### src/rtl/gate_primitives_pkg.sv
`default_nettype none
// ============================================================================
// Module : gate_primitives_pkg
// Brief  : Shared default operand widths for the gate primitives unit.
// Rev    : 1.0  initial release
// ============================================================================
package gate_primitives_pkg;

    localparam int XOR_W_DEFAULT = 4;
    localparam int CMP_W_DEFAULT = 2;

endpackage : gate_primitives_pkg
`default_nettype wire

### src/rtl/four_input_xor.sv
`default_nettype none
// ============================================================================
// Module : four_input_xor
// Brief  : Combinational bitwise XOR of two operands (no carry, no reduction).
// Rev    : 1.0  initial release
// ============================================================================
module four_input_xor
    import gate_primitives_pkg::*;
#(
    parameter int W = XOR_W_DEFAULT
) (
    input  logic [W-1:0] a,
    input  logic [W-1:0] b,
    output logic [W-1:0] res
);

    assign res = a ^ b;

endmodule : four_input_xor
`default_nettype wire

### src/rtl/minority.sv
`default_nettype none
// ============================================================================
// Module : minority
// Brief  : Combinational 3-input minority vote (1 when at most one input is 1).
// Rev    : 1.0  initial release
// ============================================================================
module minority (
    input  logic x,
    input  logic y,
    input  logic z,
    output logic out
);

    assign out = ~((x & y) | (y & z) | (x & z));

endmodule : minority
`default_nettype wire

### src/rtl/two_bit_comparator.sv
`default_nettype none
// ============================================================================
// Module : two_bit_comparator
// Brief  : Combinational full-width equality compare of two operands.
// Rev    : 1.0  initial release
// ============================================================================
module two_bit_comparator
    import gate_primitives_pkg::*;
#(
    parameter int W = CMP_W_DEFAULT
) (
    input  logic [W-1:0] i0,
    input  logic [W-1:0] i1,
    output logic         eq
);

    assign eq = (i0 == i1);

endmodule : two_bit_comparator
`default_nettype wire

### src/rtl/gate_primitives_unit.sv
`default_nettype none
// ============================================================================
// Module : gate_primitives_unit
// Brief  : Comparator, XOR and minority functions behind one registered stage.
// Rev    : 1.0  initial release
// ============================================================================
module gate_primitives_unit
    import gate_primitives_pkg::*;
#(
    parameter int XOR_W = XOR_W_DEFAULT,
    parameter int CMP_W = CMP_W_DEFAULT
) (
    input  logic             clk,
    input  logic             rst_n,
    input  logic             in_valid,
    input  logic [CMP_W-1:0] i0,
    input  logic [CMP_W-1:0] i1,
    input  logic [XOR_W-1:0] a,
    input  logic [XOR_W-1:0] b,
    input  logic             x,
    input  logic             y,
    input  logic             z,
    output logic             out_valid,
    output logic             eq,
    output logic [XOR_W-1:0] res,
    output logic             res_min
);

    logic             eq_c;
    logic [XOR_W-1:0] res_c;
    logic             min_c;

    two_bit_comparator #(.W(CMP_W)) u_cmp (
        .i0 (i0),
        .i1 (i1),
        .eq (eq_c)
    );

    four_input_xor #(.W(XOR_W)) u_xor (
        .a   (a),
        .b   (b),
        .res (res_c)
    );

    minority u_min (x, y, z, min_c);

    // Assertion is immediate; release reaches the capture stage only after two
    // clk edges so the register stage never sees a release mid-cycle.
    logic [1:0] rst_sync_q;
    logic       run;

    always_ff @(posedge clk or negedge rst_n) begin
        if (!rst_n) begin
            rst_sync_q <= 2'b00;
        end else begin
            rst_sync_q <= {rst_sync_q[0], 1'b1};
        end
    end

    assign run = rst_sync_q[1];

    logic             capture;
    logic             out_valid_d, out_valid_q;
    logic             eq_d,        eq_q;
    logic [XOR_W-1:0] res_d,       res_q;
    logic             res_min_d,   res_min_q;

    assign capture = in_valid & run;

    // Held values are selected explicitly so unknown operands are never sampled
    // while no capture is requested.
    always_comb begin
        out_valid_d = capture;
        eq_d        = eq_q;
        res_d       = res_q;
        res_min_d   = res_min_q;
        if (capture) begin
            eq_d      = eq_c;
            res_d     = res_c;
            res_min_d = min_c;
        end
    end

    always_ff @(posedge clk or negedge rst_n) begin
        if (!rst_n) begin
            out_valid_q <= 1'b0;
            eq_q        <= 1'b0;
            res_q       <= '0;
            res_min_q   <= 1'b0;
        end else begin
            out_valid_q <= out_valid_d;
            eq_q        <= eq_d;
            res_q       <= res_d;
            res_min_q   <= res_min_d;
        end
    end

    assign out_valid = out_valid_q;
    assign eq        = eq_q;
    assign res       = res_q;
    assign res_min   = res_min_q;

endmodule : gate_primitives_unit
`default_nettype wire

### config.mk
export PLATFORM = sky130hd
export DESIGN_NAME = gate_primitives_unit
export DESIGN_NICKNAME = d
export VERILOG_FILES = /design/src/rtl/gate_primitives_pkg.sv /design/src/rtl/four_input_xor.sv /design/src/rtl/minority.sv /design/src/rtl/two_bit_comparator.sv /design/src/rtl/gate_primitives_unit.sv
export SDC_FILE = /design/constraint.sdc
export NUM_CORES = 1
export LEC_CHECK = 0
export ABC_AREA = 1
export BUFFER_PORTS_ARGS = -buffer_cell sky130_fd_sc_hd__buf_2
export CORE_AREA = 3 3 40 42
export DETAILED_ROUTE_END_ITERATION = 8
export DIE_AREA = 0 0 43 45
export GPL_TIMING_DRIVEN = 0
export PLACE_DENSITY_LB_ADDON = 0.1
export SKIP_CTS_REPAIR_TIMING = 1
export SYNTH_ARGS = -nofsm -noshare
export SYNTH_HDL_FRONTEND = slang
export SYNTH_SLANG_ARGS = --single-unit
### constraint.sdc
create_clock -name clk -period 0.95 [get_ports clk]
set_clock_uncertainty 0.05 [all_clocks]
set_input_delay 0.1425 -clock clk [delete_from_list [all_inputs] [get_ports clk]]
set_output_delay 0.1425 -clock clk [all_outputs]
set_load 0.02 [all_outputs]
[After elaboration in Yosys (flattened, before gate mapping)]
Cells that the tools add are included.
Word-level totals
  register bits: 9
  input bits: 18
Operators by class
  eq/ne operators: 1
  bitwise gates (word level): 8
Operators by type and width (number)
  AND 1 bit: 4
  bitwise XOR 4 bit: 1
  == test 2 bit: 1
  bitwise OR 1 bit: 2
  inverter 1 bit: 1

[Depth between registers and ports, before layout]
Gate-level depths: netlist of run 1.
  depth in word-level cells: 4
  mapped depth: 5
  gate-level depth less buffers: 5

[Hierarchy]
A second synthesis of run 1 with hierarchy kept.
Second synthesis, totals
  cells, all modules: 68
  area, all modules: 456.7 µm²
By module, submodules not included
  gate_primitives_unit: instances 1, cells each 30, area an instance 314.1 µm², sequential area each 225.2 µm²
  four_input_xor: instances 1, cells each 20, area an instance 75.1 µm², sequential area each 0.0 µm²
  two_bit_comparator: instances 1, cells each 11, area an instance 41.3 µm², sequential area each 0.0 µm²
  minority: instances 1, cells each 7, area an instance 26.3 µm², sequential area each 0.0 µm²

[Worst setup path before layout of run 1]
Ideal clock, no wire load.
  kind: flip-flop to flip-flop
  from: reg rst_sync_q[1]
  to: reg res_q[0] (netlist: res[0])
  arrival time: 0.674 ns
  data required time: 0.826 ns
  slack: 0.152 ns
  stages on the path, launching flop included: 5
  cell sequence: dfrtp_1 -> nand2_2 -> buf_6 -> nand2_1 -> o21ai_2
Between the ends
  cells in the longest elaborated chain, start to end: 1
RTL lines
  start, declared: RTL line gate_primitives_unit.sv:49  | logic [1:0] rst_sync_q;
  start signal, assigned: RTL line gate_primitives_unit.sv:56  | rst_sync_q <= {rst_sync_q[0], 1'b1};
  AND 1 bit: RTL line gate_primitives_unit.sv:68  | assign capture = in_valid & run;
  end signal, assigned: RTL line gate_primitives_unit.sv:93  | res_q <= res_d;
  end, declared: RTL line gate_primitives_unit.sv:65  | logic [XOR_W-1:0] res_d, res_q;
Every way passes these cells.
A chain may end at the register's enable or synchronous reset.

[Final worst setup path of run 1]
  from: reg res_q[1] (netlist: res[1])
  to: out res[1]
RTL lines
  end, declared: RTL line gate_primitives_unit.sv:25  | output logic [XOR_W-1:0] res,
No word-level cell between the ends.

==> out/metrics.yaml, run 1 <==
global_route.usage.total: 0.0885
worst_skew_pair.late_latency_ns: 0.26
worst_path_largest_cell_delay_ns: 0.39
fin_total_pwr_mw: 1.05
cts_made_buffers: 3
detailedPlacementHpwl_um: 598
diodes: 0
sw_frac_of_total: 0.280
finalWeightedCongestion: 0.644
grt_max_degree: 11
drc_errors: 0
port_buffers: 24
grt_remaining_overflow: 0
failed_checks: "setup timing"
post-synth-top-area-cell: "dfrtp_1"
timing.final.crit_period_ns: 0.987
power.share.combinational: 0.286
most_common_cell_after_layout_fill_and_taps_aside: "buf_2"
synthesis.area_um2: 399
die_w_um: 43
ys_seq_area_frac: 0.564
seqPwrFrac: 0.433
dr.first_iter.drc_count: 0
clock_tree.htree_level_count: 1
clockPowerShare: 0.280
syn-mean-instance-area_um2: 9.73
capturing_element_type_of_the_critical_path: "primary output"
initial_utilization: 0.311
synthesis.yosys.warnings: 0
initial_antenna_violation_count: 0
routed-via-count: 352
top_layer: "met3"
cts_root_buffer: "clkbuf_4"
core.rowCount: 13
wl_met2_um: 343
dieHeight_um: 45
cp_cell_sequence: "buf_6"
report.final.hold_viol_count: 0
yosys_register_bits: 9
timing.hold.worst.class: "in -> reg"
finish.utilization: 0.504
floorplan.core_area_mm2: 0.00128
power_switching_mw: 0.294
netlist.area_leader.share: 0.564
fin_tns_setup_ns: -0.171
drt_pass1_iterations: 1
postSynthNetCount: 59
final_layout_size_suffix_gt1_frac: 0.486
outcome: "finished with violations"
routed-wl-met3_um: 118
critical_path.max_fanout: 2
setup_viol: 6
period_share: 1.04
cp_top_family: "flip-flops"
antenna_left: 0
fmax_mhz: 1010
start_kind: "flop"
via_per_inst: 3.96
via_count_of_the_first_global_routing_pass: 300
cp_slowest_cell: "dfrtp_1"
route.final.wire_length_um: 802
arrival_time_worst_endpoint_ns: 0.79
clk_pin_slew_worst_paths_ns: 0.06
layout_overhead_on_the_synthesized_area_pct: 62.4
avgRoutedWirePerCell_um: 9.01
postSynthCellCount: 41
crit_required_ns: 0.76
top_level_ports: 25
die_area_mm2: 0.00194
p_leak_nw: 0.356
routedLengthMet1_um: 339
numClockSinks: 9
pwr_density_cell_mw_per_mm2: 1620
fillerInstances: 121
internal-power_mw: 0.757
synth.distinct_cells: 13
grt_first_pass_wirelength_mm: 1.20
cp.buffers_inverters: 1
timing_worst_setup_path_type: "reg -> out"
final_max_slew_viol_count: 0
net_count_of_the_finished_layout: 93
fin_ws_ns: -0.0369
cts-root-to-sink-buffers: 2
drv.max_cap_violation_count: 0
most_frequent_cells_in_the_layout: "buf_2, nand2_1, dfrtp_1"
cts_tree: "built"
peakVddDrop_mv: 0.909
rsz0062_at_grt: "yes"
synth.top_cells.by_area: "dfrtp_1, nand2_1, xnor2_1, o21ai_2, inv_1"
-- registers in the layout, indices dropped and copies added, names as in the netlist --
| signal | cells |
|---|---|
| rst_sync_q | 2 |
| res_min | 1 |
| out_valid | 1 |
| res | 4 |
| eq | 1 |
-- cell usage after synthesis --
cell type   n
a21oi_1     2
buf_6       1
conb_1      1
dfrtp_1     9
inv_1       4
nand2_1    12
nand2_2     1
nand3_1     1
o21ai_0     1
o21ai_1     1
o21ai_2     3
or2_1       1
xnor2_1     4
-- cell type report --
type | count | area [um^2] | area share
plain buffers | 1 | 11.3 | 0.0174
flip-flops and latches | 9 | 225 | 0.347
inverters | 4 | 15.0 | 0.0232
clock buffers | 4 | 26.3 | 0.0405
multi-input cells | 27 | 148 | 0.228
repair buffers | 29 | 204 | 0.315
well taps | 15 | 18.8 | 0.0290
-- logic make-up after synthesis --
| kind of cell | count (synthesis) | share of synthesized area |
|---|---|---|
| compound gates | 7 | 0.116 |
| flops | 9 | 0.564 |
| xor+xnor | 4 | 0.0878 |
| other cells | 1 | 0.00940 |
| buf+inv | 5 | 0.0658 |
| simple gates | 15 | 0.157 |
-- metal layers --
layer / track usage / vias to the layer above
met3: 0.0797 / 0
met4: 0.0181 / 0
li1: - / 190
met5: 0 / -
met1: 0.105 / 141
met2: 0.120 / 21
-- through the flow --
stage	std cells	instance area, um^2	hold WS, ns	worst slack (ns)
global route	89	648	0.0912	-0.0734
floorplan	41	399	-0.203	0.152
finish	89	648	0.0970	-0.0369
detailed placement	80	538	-0.0438	0.0952
global placement	80	538	-0.0410	0.0960
CTS	84	564	-0.338	-0.0637
-- power by group through the flow --
stage	sequential (mW)	clock (mW)	combinational, mW
after floorplan	0.503	0	0.0767
final	0.455	0.295	0.301
after global routing	0.459	0.343	0.328
after CTS	0.447	0.319	0.223
after global placement	0.453	0	0.221
after detailed placement	0.453	0	0.223
-- final timing paths --
| check | cells past startpoint | start | to | slack (ns) |
|---|---|---|---|---|
| worst min register to register | 0 | rst_sync_q[0] | rst_sync_q[1] | 0.30 |
| worst max register to register | 4 | rst_sync_q[1] | res[2] | 0.10 |
| worst min-delay path | 4 | x | res_min | 0.1 |
| max in group asynchronous | 2 | rst_n | rst_sync_q[1] | 0.46 |
| worst max-delay path | 1 | res[1] | res[1] | -0.04 |
| min in group asynchronous | 2 | rst_n | eq | 0.20 |
(Power assumes the default switching activity.)
==> run 2: changes to the inputs <==
--- a/config.mk
+++ b/config.mk
@@ -5,13 +5,13 @@
 export SDC_FILE = /design/constraint.sdc
 export NUM_CORES = 1
 export LEC_CHECK = 0
-export ABC_AREA = 1
 export BUFFER_PORTS_ARGS = -buffer_cell sky130_fd_sc_hd__buf_2
 export CORE_AREA = 3 3 40 42
 export DETAILED_ROUTE_END_ITERATION = 8
 export DIE_AREA = 0 0 43 45
 export GPL_TIMING_DRIVEN = 0
 export PLACE_DENSITY_LB_ADDON = 0.1
+export REMOVE_ABC_BUFFERS = 1
 export SKIP_CTS_REPAIR_TIMING = 1
 export SYNTH_ARGS = -nofsm -noshare
 export SYNTH_HDL_FRONTEND = slang
==> run 2 against run 1 <==
  * Sequential cell count unchanged
  * Maximum frequency up 0.92%
  * Sequential power up 1%
  * Clock power about the same
  * Total power up 1.9%
  * Die area unchanged
  * The flow still finishes with violations (setup timing)
  * Non-clock buffer count up 1
  * Routed wire length up 1.5%
  * Critical path depth unchanged
  * Register-to-register slack worse by 0.10 ns
  * Synthesized area down 4.4%
  * Cell count down 10%
==> out/metrics.yaml, run 2 <==
postSynth.asyncResetShare: 1.00  # unchanged
ys_seq_area_frac: 0.590  # was 0.564
report.final.hold_viol_count: 0  # unchanged
cts_root_buffer: "clkbuf_4"  # unchanged
fillerInstances: 123  # was 121
synth_edf_count: 0  # unchanged
final_layout_size_suffix_gt1_frac: 0.569  # was 0.486
crit_required_ns: 0.76  # about the same
hold_depth: 3  # was 4
cts_made_buffers: 3  # unchanged
numClockSinks: 9  # unchanged
capturing_element_type_of_the_critical_path: "primary output"  # unchanged
global_route.usage.total: 0.0901  # was 0.0885
detailedPlacementHpwl_um: 597  # was 598 um
peakVddDrop_mv: 0.637  # was 0.909 mV
rsz0062_at_grt: "yes"  # unchanged
fin_total_pwr_mw: 1.07  # was 1.05 mW
cts-root-to-sink-buffers: 2  # unchanged
top_level_ports: 25  # unchanged
timing_worst_setup_path_type: "reg -> out"  # unchanged
synth.most_common_cell: "dfrtp_1"  # was nand2_1
routed-via-count: 331  # was 352
grt_first_pass_wirelength_mm: 1.23  # was 1.20 mm
dpl-instance-area_um2: 509  # was 538 um^2
synthesis.yosys.warnings: 0  # unchanged
period_share: 1.03  # was 1.04
cp_top_family: "flip-flops"  # unchanged
die_w_um: 43  # unchanged
outcome: "finished with violations"  # unchanged
critical_path.max_fanout: 2  # unchanged
die_area_mm2: 0.00194  # unchanged
drt_pass1_iterations: 2  # was 1
route.final.wire_length_um: 814  # was 802 um
fmax_mhz: 1020  # was 1010 MHz
layout_overhead_on_the_synthesized_area_pct: 67.5  # was 62.4%
fin_ws_ns: -0.0279  # was -0.0369 ns
cp_slowest_cell: "dfrtp_1"  # unchanged
grt_remaining_overflow: 0  # unchanged
synthesis.area_um2: 382  # was 399 um^2
timing.final.crit_period_ns: 0.978  # was 0.987 ns
cp.buffers_inverters: 1  # unchanged
synth.top_cells.by_area: "dfrtp_1, xnor2_1, a21oi_1, buf_6, maj3_1"  # was dfrtp_1, nand2_1, xnor2_1, o21ai_2, inv_1
via_per_inst: 4.14  # was 3.96
net_count_of_the_finished_layout: 84  # was 93
floorplan.core_area_mm2: 0.00128  # unchanged
netlist.area_leader.share: 0.590  # was 0.564
antenna_left: 0  # unchanged
core.rowCount: 13  # unchanged
p_leak_nw: 0.310  # was 0.356 nW
dieHeight_um: 45  # unchanged
avgRoutedWirePerCell_um: 10.2  # was 9.01 um
port_buffers: 24  # unchanged
flip_flop_count_of_the_largest_register_all_copies_and_words_added: 4  # unchanged
yosys_register_bits: 9  # unchanged
via_count_of_the_first_global_routing_pass: 278  # was 300
timing.hold.worst.class: "in -> reg"  # unchanged
finalHoldWorstSlack_ns: 0.121  # was 0.0970 ns
postSynthCellCount: 31  # was 41
grt_max_degree: 10  # was 11
most_common_cell_after_layout_fill_and_taps_aside: "buf_2"  # unchanged
post-synth-top-area-cell: "dfrtp_1"  # unchanged
syn-mean-instance-area_um2: 12.3  # was 9.73 um^2
crit_path_start: "res_min"  # was res[1]
ff2ff_path_depth: 2  # was 4
start_kind: "flop"  # unchanged
yosys-top-cells-count: "dfrtp_1, a21oi_1, xnor2_1"  # was nand2_1, dfrtp_1, inv_1, xnor2_1, o21ai_2
failed_checks: "setup timing"  # unchanged
crit-reg2reg-capture: "eq"  # was res[2]
worst_path_largest_cell_delay_ns: 0.39  # about the same
timing.hold.worst_endpoint: "res[1]"  # was res_min
arrival_time_worst_endpoint_ns: 0.79  # about the same
clock_tree.htree_level_count: 1  # unchanged
synth.distinct_cells: 11  # was 13
synth_ff_type: "dfrtp_1"  # unchanged
fin_tns_setup_ns: -0.112  # was -0.171 ns
worst_hold_startpoint: "a[1]"  # was x
critical_path.reg2reg.startpoint: "rst_sync_q[1]"  # unchanged
dr.first_iter.drc_count: 4  # was 0
drv.max_cap_violation_count: 0  # unchanged
most_frequent_cells_in_the_layout: "buf_2, dfrtp_1, a21oi_1, buf_6"  # was buf_2, nand2_1, dfrtp_1
pwr_density_cell_mw_per_mm2: 1680  # was 1620 mW/mm^2
worst_skew_pair.late_latency_ns: 0.25  # was 0.26 ns
initial_utilization: 0.297  # was 0.311
diodes: 0  # unchanged
finalWeightedCongestion: 0.650  # was 0.644
cp_cell_sequence: "buf_6"  # unchanged
clk_pin_slew_worst_paths_ns: 0.06  # about the same
setup_viol: 8  # was 6
reg2reg_slack_ns: 0  # was 0.10 ns
finish.instance_area_um2: 639  # was 648 um^2
drc_errors: 0  # unchanged
final_max_slew_viol_count: 0  # unchanged
initial_antenna_violation_count: 0  # unchanged
cts_tree: "built"  # unchanged
[run 2: changes by cell type in the layout (fill, tap and decap cells not counted), moves of 2 or more]
cell,change
nand2_1,-12
a21oi_1,+5
inv_1,-3
o21ai_2,-3
buf_4,+2
xnor2_1,+2
[run 2: layout make-up]
cell class,count,area (um^2),area share
multi-input combinational,20,145,0.227
tap,15,18.8,0.0294
timing repair buffer,31,219,0.342
inverter,1,3.75,0.00587
sequential,9,226,0.354
clock buffer,4,26.3,0.0411
[run 2: worst max path at each step]
stage / end / slack, ns / cells after the start
6_report: res_min / -0.03 / 1
5_1_grt: res[0] / -0.06 / 1
4_1_cts: res[0] / -0.05 / 1
3_5_place_dp: eq / -0.03 / 2
3_3_place_gp: eq / -0.04 / 2
2_1_floorplan: eq / 0.001 / 2
[run 2: stage by stage]
step	instances	utilization	setup slack, ns
after CTS	73	0.417	-0.0534
after global placement	69	0.396	-0.0404
after detailed placement	69	0.396	-0.0345
final	80	0.498	-0.0279
after floorplan	30	-	0.00108
after global routing	80	0.498	-0.0595
[run 2: worst min-delay path, delay by kind of cell]
| kind | cells | cell delay [ns] |
|---|---|---|
| buffers and inverters | 1 | 0.08 |
| xor gates and xnor gates | 1 | 0.10 |
| AOI/OAI and AO/OA | 1 | 0.06 |
[run 2: report_power, final]
group	leakage [nW]	total [mW]	switching [mW]	internal, mW
Combinational	0.191	0.319	0.133	0.186
Clock	0.0150	0.292	0.130	0.162
Sequential	0.104	0.461	0.0308	0.430
[run 2: logic make-up after synthesis]
family	Yosys count	synth area share
other	1	0.00983
XOR/XNOR	6	0.138
flip-flops	9	0.590
AND/OR/NAND/NOR	1	0.0230
buffers and inverters	2	0.0393
AO/OA/AOI/OAI	10	0.148
multiplexers	1	0.0262
adder cells (fa/ha/maj)	1	0.0262
[run 2: per-layer routing]
layer  share of wire  routed length, um  vias up  global-route usage
met4               0                  0        0              0.0723
met2            0.47                381       16               0.120
met1            0.43                354      145               0.122
met3           0.096                 78        0              0.0239
li1                -                  -      170                   -
met5               0                  0        -                   0
